### src/rtl/uart_transmitter_if.sv
// uart_transmitter_if
// Request/line bundle between a UART transmit client and uart_transmitter.
//   tx_start        request strobe, sampled on clk1
//   parity_type     0 = even, 1 = odd; sampled with the request
//   parallel_datain word to send; sampled with the request
//   serialdata_out  serial line, idles high
//   tx_done         high when idle, low while a frame is in flight
//   busy            high when a request cannot be accepted this cycle
//   baudratetx      one-cycle baud tick
// master = client side, slave = transmitter side.
interface uart_transmitter_if #(
  parameter int Data_length = 8
);
  logic                   tx_start;
  logic                   parity_type;
  logic [Data_length-1:0] parallel_datain;
  logic                   serialdata_out;
  logic                   tx_done;
  logic                   busy;
  logic                   baudratetx;

  modport master (
    output tx_start, parity_type, parallel_datain,
    input  serialdata_out, tx_done, busy, baudratetx
  );

  modport slave (
    input  tx_start, parity_type, parallel_datain,
    output serialdata_out, tx_done, busy, baudratetx
  );
endinterface

### src/rtl/uart_transmitter.sv
// uart_transmitter
// Serialises one parallel word per request into a length-prefixed frame:
//   4-bit header L (MSB first), start 0, data LSB first, optional parity, stop 1.
//   L = Data_length + parity_en + 2; a whole frame spans 4 + L bit periods.
// Ports:
//   clk1   system clock
//   rst    asynchronous reset, active high
//   tx_if  uart_transmitter_if.slave (request, data, line, status, baud tick)
// Optional build macro TX_HOLD_EN: adds a one-entry holding register so a
// request arriving mid-frame is queued and sent back-to-back.
module uart_transmitter #(
  parameter int Data_length = 8,
  parameter int parity_en   = 1,
  parameter int baud_rate   = 1152000,
  parameter int fqr         = 50000000,
  parameter int clk_div     = fqr / baud_rate
) (
  input  logic clk1,
  input  logic rst,
  uart_transmitter_if.slave tx_if
);

  typedef enum logic [2:0] {IDLE, HEADER, START, DATA, PARITY, STOP} state_t;

  localparam int       CNT_W     = (clk_div > 1) ? $clog2(clk_div) : 1;
  localparam int       FRAME_LEN = Data_length + parity_en + 2;
  localparam logic [3:0] HDR     = 4'(FRAME_LEN);
`ifdef TX_HOLD_EN
  localparam logic BUSY_ON_ACCEPT = 1'b0;
`else
  localparam logic BUSY_ON_ACCEPT = 1'b1;
`endif

  state_t                 state;
  logic [CNT_W-1:0]       baud_cnt;
  logic                   tick;
  logic [Data_length-1:0] data_sr;
  logic                   parity_bit;
  logic [3:0]             bit_cnt;
  logic                   serial_q;
  logic                   done_q;
  logic                   busy_q;
  logic                   stop_end;
`ifdef TX_HOLD_EN
  logic [Data_length-1:0] hold_data;
  logic                   hold_type;
  logic                   hold_full;
`endif

  function automatic logic calc_parity(input logic [Data_length-1:0] d,
                                       input logic odd);
    return odd ? ~^d : ^d;
  endfunction

  assign tick     = (baud_cnt == CNT_W'(clk_div - 1));
  assign stop_end = (state == STOP) && tick && (bit_cnt == 4'd1);

  assign tx_if.serialdata_out = serial_q;
  assign tx_if.tx_done        = done_q;
  assign tx_if.busy           = busy_q;
  assign tx_if.baudratetx     = tick;

  // Free-running baud counter; tick is a clock enable, never a clock.
  always_ff @(posedge clk1 or posedge rst) begin
    if (rst) begin
      baud_cnt <= '0;
    end else if (tick) begin
      baud_cnt <= '0;
    end else begin
      baud_cnt <= baud_cnt + CNT_W'(1);
    end
  end

  // Frame sequencer. The request is accepted on any edge, but the line only
  // changes on tick edges. In STOP, bit_cnt=0 means the stop bit has not yet
  // been driven and bit_cnt=1 means the next tick closes the frame.
  always_ff @(posedge clk1 or posedge rst) begin
    if (rst) begin
      state      <= IDLE;
      data_sr    <= '0;
      parity_bit <= 1'b0;
      bit_cnt    <= '0;
      serial_q   <= 1'b1;
      done_q     <= 1'b1;
      busy_q     <= 1'b0;
`ifdef TX_HOLD_EN
      hold_data  <= '0;
      hold_type  <= 1'b0;
      hold_full  <= 1'b0;
`endif
    end else begin
`ifdef TX_HOLD_EN
      // Capture a mid-frame request; the frame-closing edge is handled below.
      if (state != IDLE && !stop_end && tx_if.tx_start && !hold_full) begin
        hold_data <= tx_if.parallel_datain;
        hold_type <= tx_if.parity_type;
        hold_full <= 1'b1;
        busy_q    <= 1'b1;
      end
`endif
      case (state)
        IDLE: begin
          if (tx_if.tx_start && !busy_q) begin
            data_sr    <= tx_if.parallel_datain;
            parity_bit <= calc_parity(tx_if.parallel_datain, tx_if.parity_type);
            bit_cnt    <= '0;
            done_q     <= 1'b0;
            busy_q     <= BUSY_ON_ACCEPT;
            state      <= HEADER;
          end
        end
        HEADER: begin
          if (tick) begin
            serial_q <= HDR[~bit_cnt[1:0]];
            if (bit_cnt == 4'd3) begin
              bit_cnt <= '0;
              state   <= START;
            end else begin
              bit_cnt <= bit_cnt + 4'd1;
            end
          end
        end
        START: begin
          if (tick) begin
            serial_q <= 1'b0;
            bit_cnt  <= '0;
            state    <= DATA;
          end
        end
        DATA: begin
          if (tick) begin
            serial_q <= data_sr[0];
            data_sr  <= data_sr >> 1;
            if (bit_cnt == 4'(Data_length - 1)) begin
              bit_cnt <= '0;
              state   <= (parity_en != 0) ? PARITY : STOP;
            end else begin
              bit_cnt <= bit_cnt + 4'd1;
            end
          end
        end
        PARITY: begin
          if (tick) begin
            serial_q <= parity_bit;
            bit_cnt  <= '0;
            state    <= STOP;
          end
        end
        STOP: begin
          if (tick) begin
            if (bit_cnt == 4'd0) begin
              serial_q <= 1'b1;
              bit_cnt  <= 4'd1;
            end else begin
              bit_cnt <= '0;
`ifdef TX_HOLD_EN
              if (hold_full) begin
                data_sr    <= hold_data;
                parity_bit <= calc_parity(hold_data, hold_type);
                hold_full  <= 1'b0;
                busy_q     <= 1'b0;
                state      <= HEADER;
              end else if (tx_if.tx_start) begin
                // busy is low here, so this request must not be lost.
                data_sr    <= tx_if.parallel_datain;
                parity_bit <= calc_parity(tx_if.parallel_datain, tx_if.parity_type);
                busy_q     <= 1'b0;
                state      <= HEADER;
              end else begin
                done_q <= 1'b1;
                busy_q <= 1'b0;
                state  <= IDLE;
              end
`else
              done_q <= 1'b1;
              busy_q <= 1'b0;
              state  <= IDLE;
`endif
            end
          end
        end
        default: state <= IDLE;
      endcase
    end
  end

endmodule
### src/flat_wrapper.sv
// flat-port wrapper written by rule: the top's interface ports become plain ports
module uart_transmitter_flat 
#(
  parameter int Data_length = 8,
  parameter int parity_en   = 1,
  parameter int baud_rate   = 1152000,
  parameter int fqr         = 50000000,
  parameter int clk_div     = fqr / baud_rate
)
  (clk1, rst, tx_if_tx_start, tx_if_parity_type, tx_if_parallel_datain, tx_if_serialdata_out, tx_if_tx_done, tx_if_busy, tx_if_baudratetx);
  uart_transmitter_if #(.Data_length(Data_length)) tx_if_i ();
  input  logic clk1;
  input  logic rst;
  input wire logic [$bits(tx_if_i.tx_start)-1:0] tx_if_tx_start;
  input wire logic [$bits(tx_if_i.parity_type)-1:0] tx_if_parity_type;
  input wire logic [$bits(tx_if_i.parallel_datain)-1:0] tx_if_parallel_datain;
  output wire logic [$bits(tx_if_i.serialdata_out)-1:0] tx_if_serialdata_out;
  output wire logic [$bits(tx_if_i.tx_done)-1:0] tx_if_tx_done;
  output wire logic [$bits(tx_if_i.busy)-1:0] tx_if_busy;
  output wire logic [$bits(tx_if_i.baudratetx)-1:0] tx_if_baudratetx;
  assign tx_if_i.tx_start = tx_if_tx_start;
  assign tx_if_i.parity_type = tx_if_parity_type;
  assign tx_if_i.parallel_datain = tx_if_parallel_datain;
  assign tx_if_serialdata_out = tx_if_i.serialdata_out;
  assign tx_if_tx_done = tx_if_i.tx_done;
  assign tx_if_busy = tx_if_i.busy;
  assign tx_if_baudratetx = tx_if_i.baudratetx;
  uart_transmitter #(.Data_length(Data_length), .parity_en(parity_en), .baud_rate(baud_rate), .fqr(fqr), .clk_div(clk_div)) u_core (.clk1(clk1), .rst(rst), .tx_if(tx_if_i));
endmodule
### config.mk
export PLATFORM = sky130hd
export DESIGN_NAME = uart_transmitter_flat
export DESIGN_NICKNAME = d
export VERILOG_FILES = /design/src/rtl/uart_transmitter_if.sv /design/src/rtl/uart_transmitter.sv /design/src/flat_wrapper.sv
export SDC_FILE = /design/constraint.sdc
export NUM_CORES = 1
export LEC_CHECK = 0
export ABC_AREA = 1
export CAP_MARGIN = 40
export CORE_MARGIN = 5
export CORE_UTILIZATION = 50
export DETAILED_ROUTE_END_ITERATION = 16
export PLACE_DENSITY_LB_ADDON = 0.3
export REMOVE_ABC_BUFFERS = 1
export SLEW_MARGIN = 20
export SYNTH_ARGS = -nofsm -noshare
export SYNTH_HDL_FRONTEND = slang
export SYNTH_SLANG_ARGS = --single-unit
export TNS_END_PERCENT = 50
### constraint.sdc
create_clock -name clk1 -period 2.95 [get_ports clk1]
set_input_delay 0.59 -clock clk1 [delete_from_list [all_inputs] [get_ports clk1]]
set_output_delay 0.59 -clock clk1 [all_outputs]
set_load 0.02 [all_outputs]
-- Word-level counts from Yosys, hierarchy flattened
Cells that the tools add are included.
Widths: inputs -> output; s select.
- register bits: 25
- bits of input ports: 12
- output and inout bits: 4
- word-level logic and storage cells: 89
- $add $sub $neg: 2
- $lt $le $gt $ge: 1
- equality and inequality tests: 19
- muxes and demuxes: 41
- bitwise logic cells: 1
- reductions and logical operators: 17
- operators with widths (operator ; number):
    $mux 4 ; 7
    $mux 3 ; 9
    $pmux 4 s5 ; 1
    $pmux 3 s6 ; 1
    $mux 8 ; 2
    $pmux 8 s2 ; 1
    $mux 1 ; 15
    $ne 2x2->1 const B ; 7
    $reduce_bool 5->1 ; 2
    $reduce_and 9->1 ; 1
    $ne 2x1->1 const B ; 4
    $reduce_xnor 8->1 ; 1
    $reduce_xor 8->1 ; 1
    $reduce_and 7->1 ; 1
    $add 6x1->6 const B ; 1
    $eq 3x2->1 const B ; 2
    $eq 3x3->1 const B ; 2
    $eq 6x6->1 const B ; 1
    $mux 6 ; 1
    $reduce_and 6->1 ; 1
    $pmux 1 s5 ; 1
    $add 4x1->4 const B ; 1
    $eq 4x2->1 const B ; 1
    $eq 4x3->1 const B ; 1
    other kinds (14) ; 16

-- Logic depth before layout (Yosys ltp)
- depth after elaboration: 5
- depth in mapped cells: 10
- mapped depth without buffers: 10

-- Worst setup path before layout
No wires, ideal clock.
- kind: register -> register
- start: register u_core.baud_cnt[0]
- end: register u_core.data_sr[7]
- setup time: 126 ps
- data arrival time: 1405 ps
- required time: 2824 ps
- path slack: 1419 ps
- stages on the path, launching flop included: 9
- buffers on the path: 1
- clock period less this slack: 1531 ps
- path through: dfrtp_1 inv_1 ha_1 nand2_1 nor2_4 inv_2 o21ai_4 buf_6 o21ai_0
- word-level cells in the longest chain between the ends: 3
- ends and longest elaborated chain (item ; line ; source):
    from (decl) ; uart_transmitter.sv:35 ; logic [CNT_W-1:0] baud_cnt;
    from (signal assigned) ; uart_transmitter.sv:70 ; baud_cnt <= baud_cnt + CNT_W'(1);
    $eq 6x6->1 ; uart_transmitter.sv:55 ; assign tick = (baud_cnt == CNT_W'(clk_div - 1));
    named net tx_if_baudratetx ; flat_wrapper.sv:20 ; output wire logic [$bits(tx_if_i.baudratetx)-1:0] tx_if_baudratetx;
    $ne 2x2->1 (no line) ; -- ;
    $reduce_and 3->1 (no line) ; -- ;
    to (signal assigned) ; uart_transmitter.sv:104 ; data_sr <= tx_if.parallel_datain;
    to (signal assigned) ; uart_transmitter.sv:133 ; data_sr <= data_sr >> 1;
    to (decl) ; uart_transmitter.sv:37 ; logic [Data_length-1:0] data_sr;
The timed path passes the listed nets, and every way through them passes these cells.
A chain may end at the register's enable or synchronous reset.

-- Final worst setup path
- start: register u_core.baud_cnt[0]
- end: output port tx_if_baudratetx
- word-level cells in the longest chain between the ends: 1
- ends and longest elaborated chain (item ; line):
    $eq 6x6->1 ; uart_transmitter.sv:55
    to (decl) ; flat_wrapper.sv:20
Every way passes these cells.

==> impl_metrics.yaml <==
grt:
  grt_pass1_wl_um: 5360
  grtUsageTotal: 0.153
  grt_max_degree: 26
  grt_pass1_vias: 1284
  overflow: 0
  grt_antenna_before_repair: 0
cells_and_area:
  n_antenna_cell: 0
  final_cell_mix: "nand2_1 (74), inv_1 (30), dfrtp_1 (23), o21ai_0 (21), nand3_1 (16)"
  drive_gt1_frac: 0.107
  nets: 262
  area_delta_synth_final_pct: 12.8
  layout_commonest_cell: "nand2_1"
  multi_input_area_um2: 850
  fillerInstances: 320
  final_core_util: 0.595
  seq_area_um2: 628
critical_path:
  critPathArrivalTime_ns: 1.89
  critPathMaxStageDelay_ns: 0.63
  startpoint_type: "flip-flop"
  worst_path_dominant_cell_family: "buffers and inverters"
  crit_type: "flip-flop to output port"
  endpoint_kind: "output port"
  cp_num_buf_inv: 2
  crit_chain: "inv_1 > ha_1 > nand2_1 > nor2_4 > clkdlybuf4s50_1"
  critPathSlowestCell: "clkdlybuf4s50_1"
  path_max_fanout: 7
  cp.required_ns: 2.36
clock_tree:
  cts_hold_buf: 0
  cts_max_level: 1
  clkLatencyLatePin_ns: 0.33
  clock_path_buffers: 2
  cts_sinks: 25
  clk_pin_slew_ns: 0.14
  cts_root_buf: "clkbuf_4"
  cts_tree: "built"
  cts_resized: 0
  cts_made_buffers: 3
  post-cts-setup-buffers: 0
run:
  cap_violations: 0
place:
  portBuffers: 15
  dpl.hpwl_um: 2370
  gp_congestion: 0.895
power_and_ir_drop:
  p_seq_frac: 0.620
  clkPwrFrac: 0.289
  peakVddDrop_uv: 156
  power.leakage_nw: 0.991
  p_switching_uw: 134
  finalPower_uw: 553
  internal_power_uw: 419
  cellPowerDensity_nw_per_um2: 299
  comb_power_share: 0.091
  p_sw_frac: 0.243
sta:
  worst_pin_slew_ns: 0.401
  maxSlewHeadroom: 0.733
  rsz0062_at_grt: "no"
  max_freq_mhz: 403
  setup_violations: 0
  post-route-min-period_ns: 2.48
  hold_viol_final: 0
  timing.final.max_slew_violations: 0
  period_share: 0.842
  finalClockSkew_ns: 0.00663
  setup_tns_ns: 0
  hold-worst-slack_ns: 0.477
yosys:
  synthesis.instances: 227
  avgSynthCellArea_um2: 7.22
  netlist_area_um2: 1640
  synth-edff-count: 0
  synth-seq-area-share: 0.383
  yosysWarningCount: 0
  ys.flop_type: "dfrtp_1"
  synth.ff_latch_count: 25
  yosysUniqueCellTypes: 27
  async_flop_share: 1.00
run_status:
  status: "finished clean"
die:
  start_util: 0.528
  rows: 20
  coreArea_um2: 3100
  die_w_um: 67.2
  die-area_um2: 4520
  die_h_um: 67.2
  num_io_pins: 16
route:
  drc: 0
  drtIter0Drc: 94
  ant_nets: 0
  wl_um: 3010
  vias: 1400
  drtPass1Iterations: 4
  viasPerCell: 4.88
  avgRoutedWirePerCell_um: 10.5
hold_path:
  hp-class: "flip-flop to flip-flop"
## metal layers
| metal | vias up | routed length, um | GRT usage |
|---|---|---|---|
| met5 | - | 0 | 0 |
| met4 | 0 | 44 | 0.0532 |
| met3 | 4 | 97 | 0.0166 |
| met2 | 24 | 1430 | 0.261 |
| met1 | 618 | 1440 | 0.201 |
| li1 | 754 | - | - |
## final timing paths
path,end,from,slack (ns),cells after the start
max,tx_if_baudratetx,u_core.baud_cnt[0],0.47,5
min,u_core.tx_if.serialdata_out,u_core.tx_if.serialdata_out,0.48,2
max reg2reg,u_core.data_sr[2],u_core.state[2],1.24,5
min reg2reg,u_core.tx_if.serialdata_out,u_core.tx_if.serialdata_out,0.48,2
max in group asynchronous,u_core.tx_if.tx_done,rst,2.07,3
min in group asynchronous,u_core.baud_cnt[3],rst,0.58,3
## cell families (layout without fill, tap and decap cells)
| kind of cell | Yosys count | after routing | share of synthesized area |
|---|---|---|---|
| and+or+nand+nor | 118 | 118 | 0.319 |
| buffers and inverters | 37 | 53 | 0.0978 |
| AOI/OAI and AO/OA | 36 | 36 | 0.128 |
| DFF | 25 | 25 | 0.383 |
| adders and majority gates | 6 | 6 | 0.0458 |
| xor gates and xnor gates | 5 | 5 | 0.0267 |
## final cells by class
type	count	area share
inverters	33	0.0684
well taps	44	0.0298
flip-flops and latches	25	0.340
clock buffers	3	0.0122
clock inverters	1	0.00407
multi-input cells	165	0.460
repair buffers	16	0.0854
## power by group through the flow
stage	Clock [mW]	Sequential [mW]	Combinational (mW)
global placement	0	0.349	0.0502
finish	0.160	0.343	0.0502
floorplan	0	0.349	0.0263
detailed placement	0	0.349	0.0510
CTS	0.165	0.343	0.0511
global route	0.181	0.343	0.0583
## synthesized netlist by cell type (3+ instances only)
cell | count | area share
nand2_1 | 74 | 0.17
inv_1 | 30 | 0.069
dfrtp_1 | 23 | 0.35
o21ai_0 | 21 | 0.064
nand3_1 | 16 | 0.049
nor2_1 | 14 | 0.032
ha_1 | 6 | 0.046
o21ai_1 | 5 | 0.015
a21oi_1 | 4 | 0.012
nor2_2 | 4 | 0.015
xor2_1 | 4 | 0.021
nand4_1 | 3 | 0.011
## worst reg2reg max path, stage by stage (launching register included)
cell and delay, ns:
dfrtp_1 0.54, inv_4 0.15, nand3_2 0.32, o21ai_4 0.46, nand2_1 0.12, o21ai_2 0.07
## metrics by stage
stage	setup slack, ns	cells	instance area [um2]
finish	0.466	287	1850
global route	0.317	287	1850
CTS	0.442	287	1850
detailed placement	0.835	283	1820
global placement	0.865	283	1820
floorplan	1.42	223	1600
## registers in the layout (all words and copies together), names as in the netlist
name,cells
u_core.data_sr,8
u_core.baud_cnt,6
u_core.bit_cnt,4
u_core.state,3
u_core.parity_bit,1
u_core.tx_if.busy,1
u_core.tx_if.serialdata_out,1
u_core.tx_if.tx_done,1
Note: power is estimated with default switching activity, not from simulation.
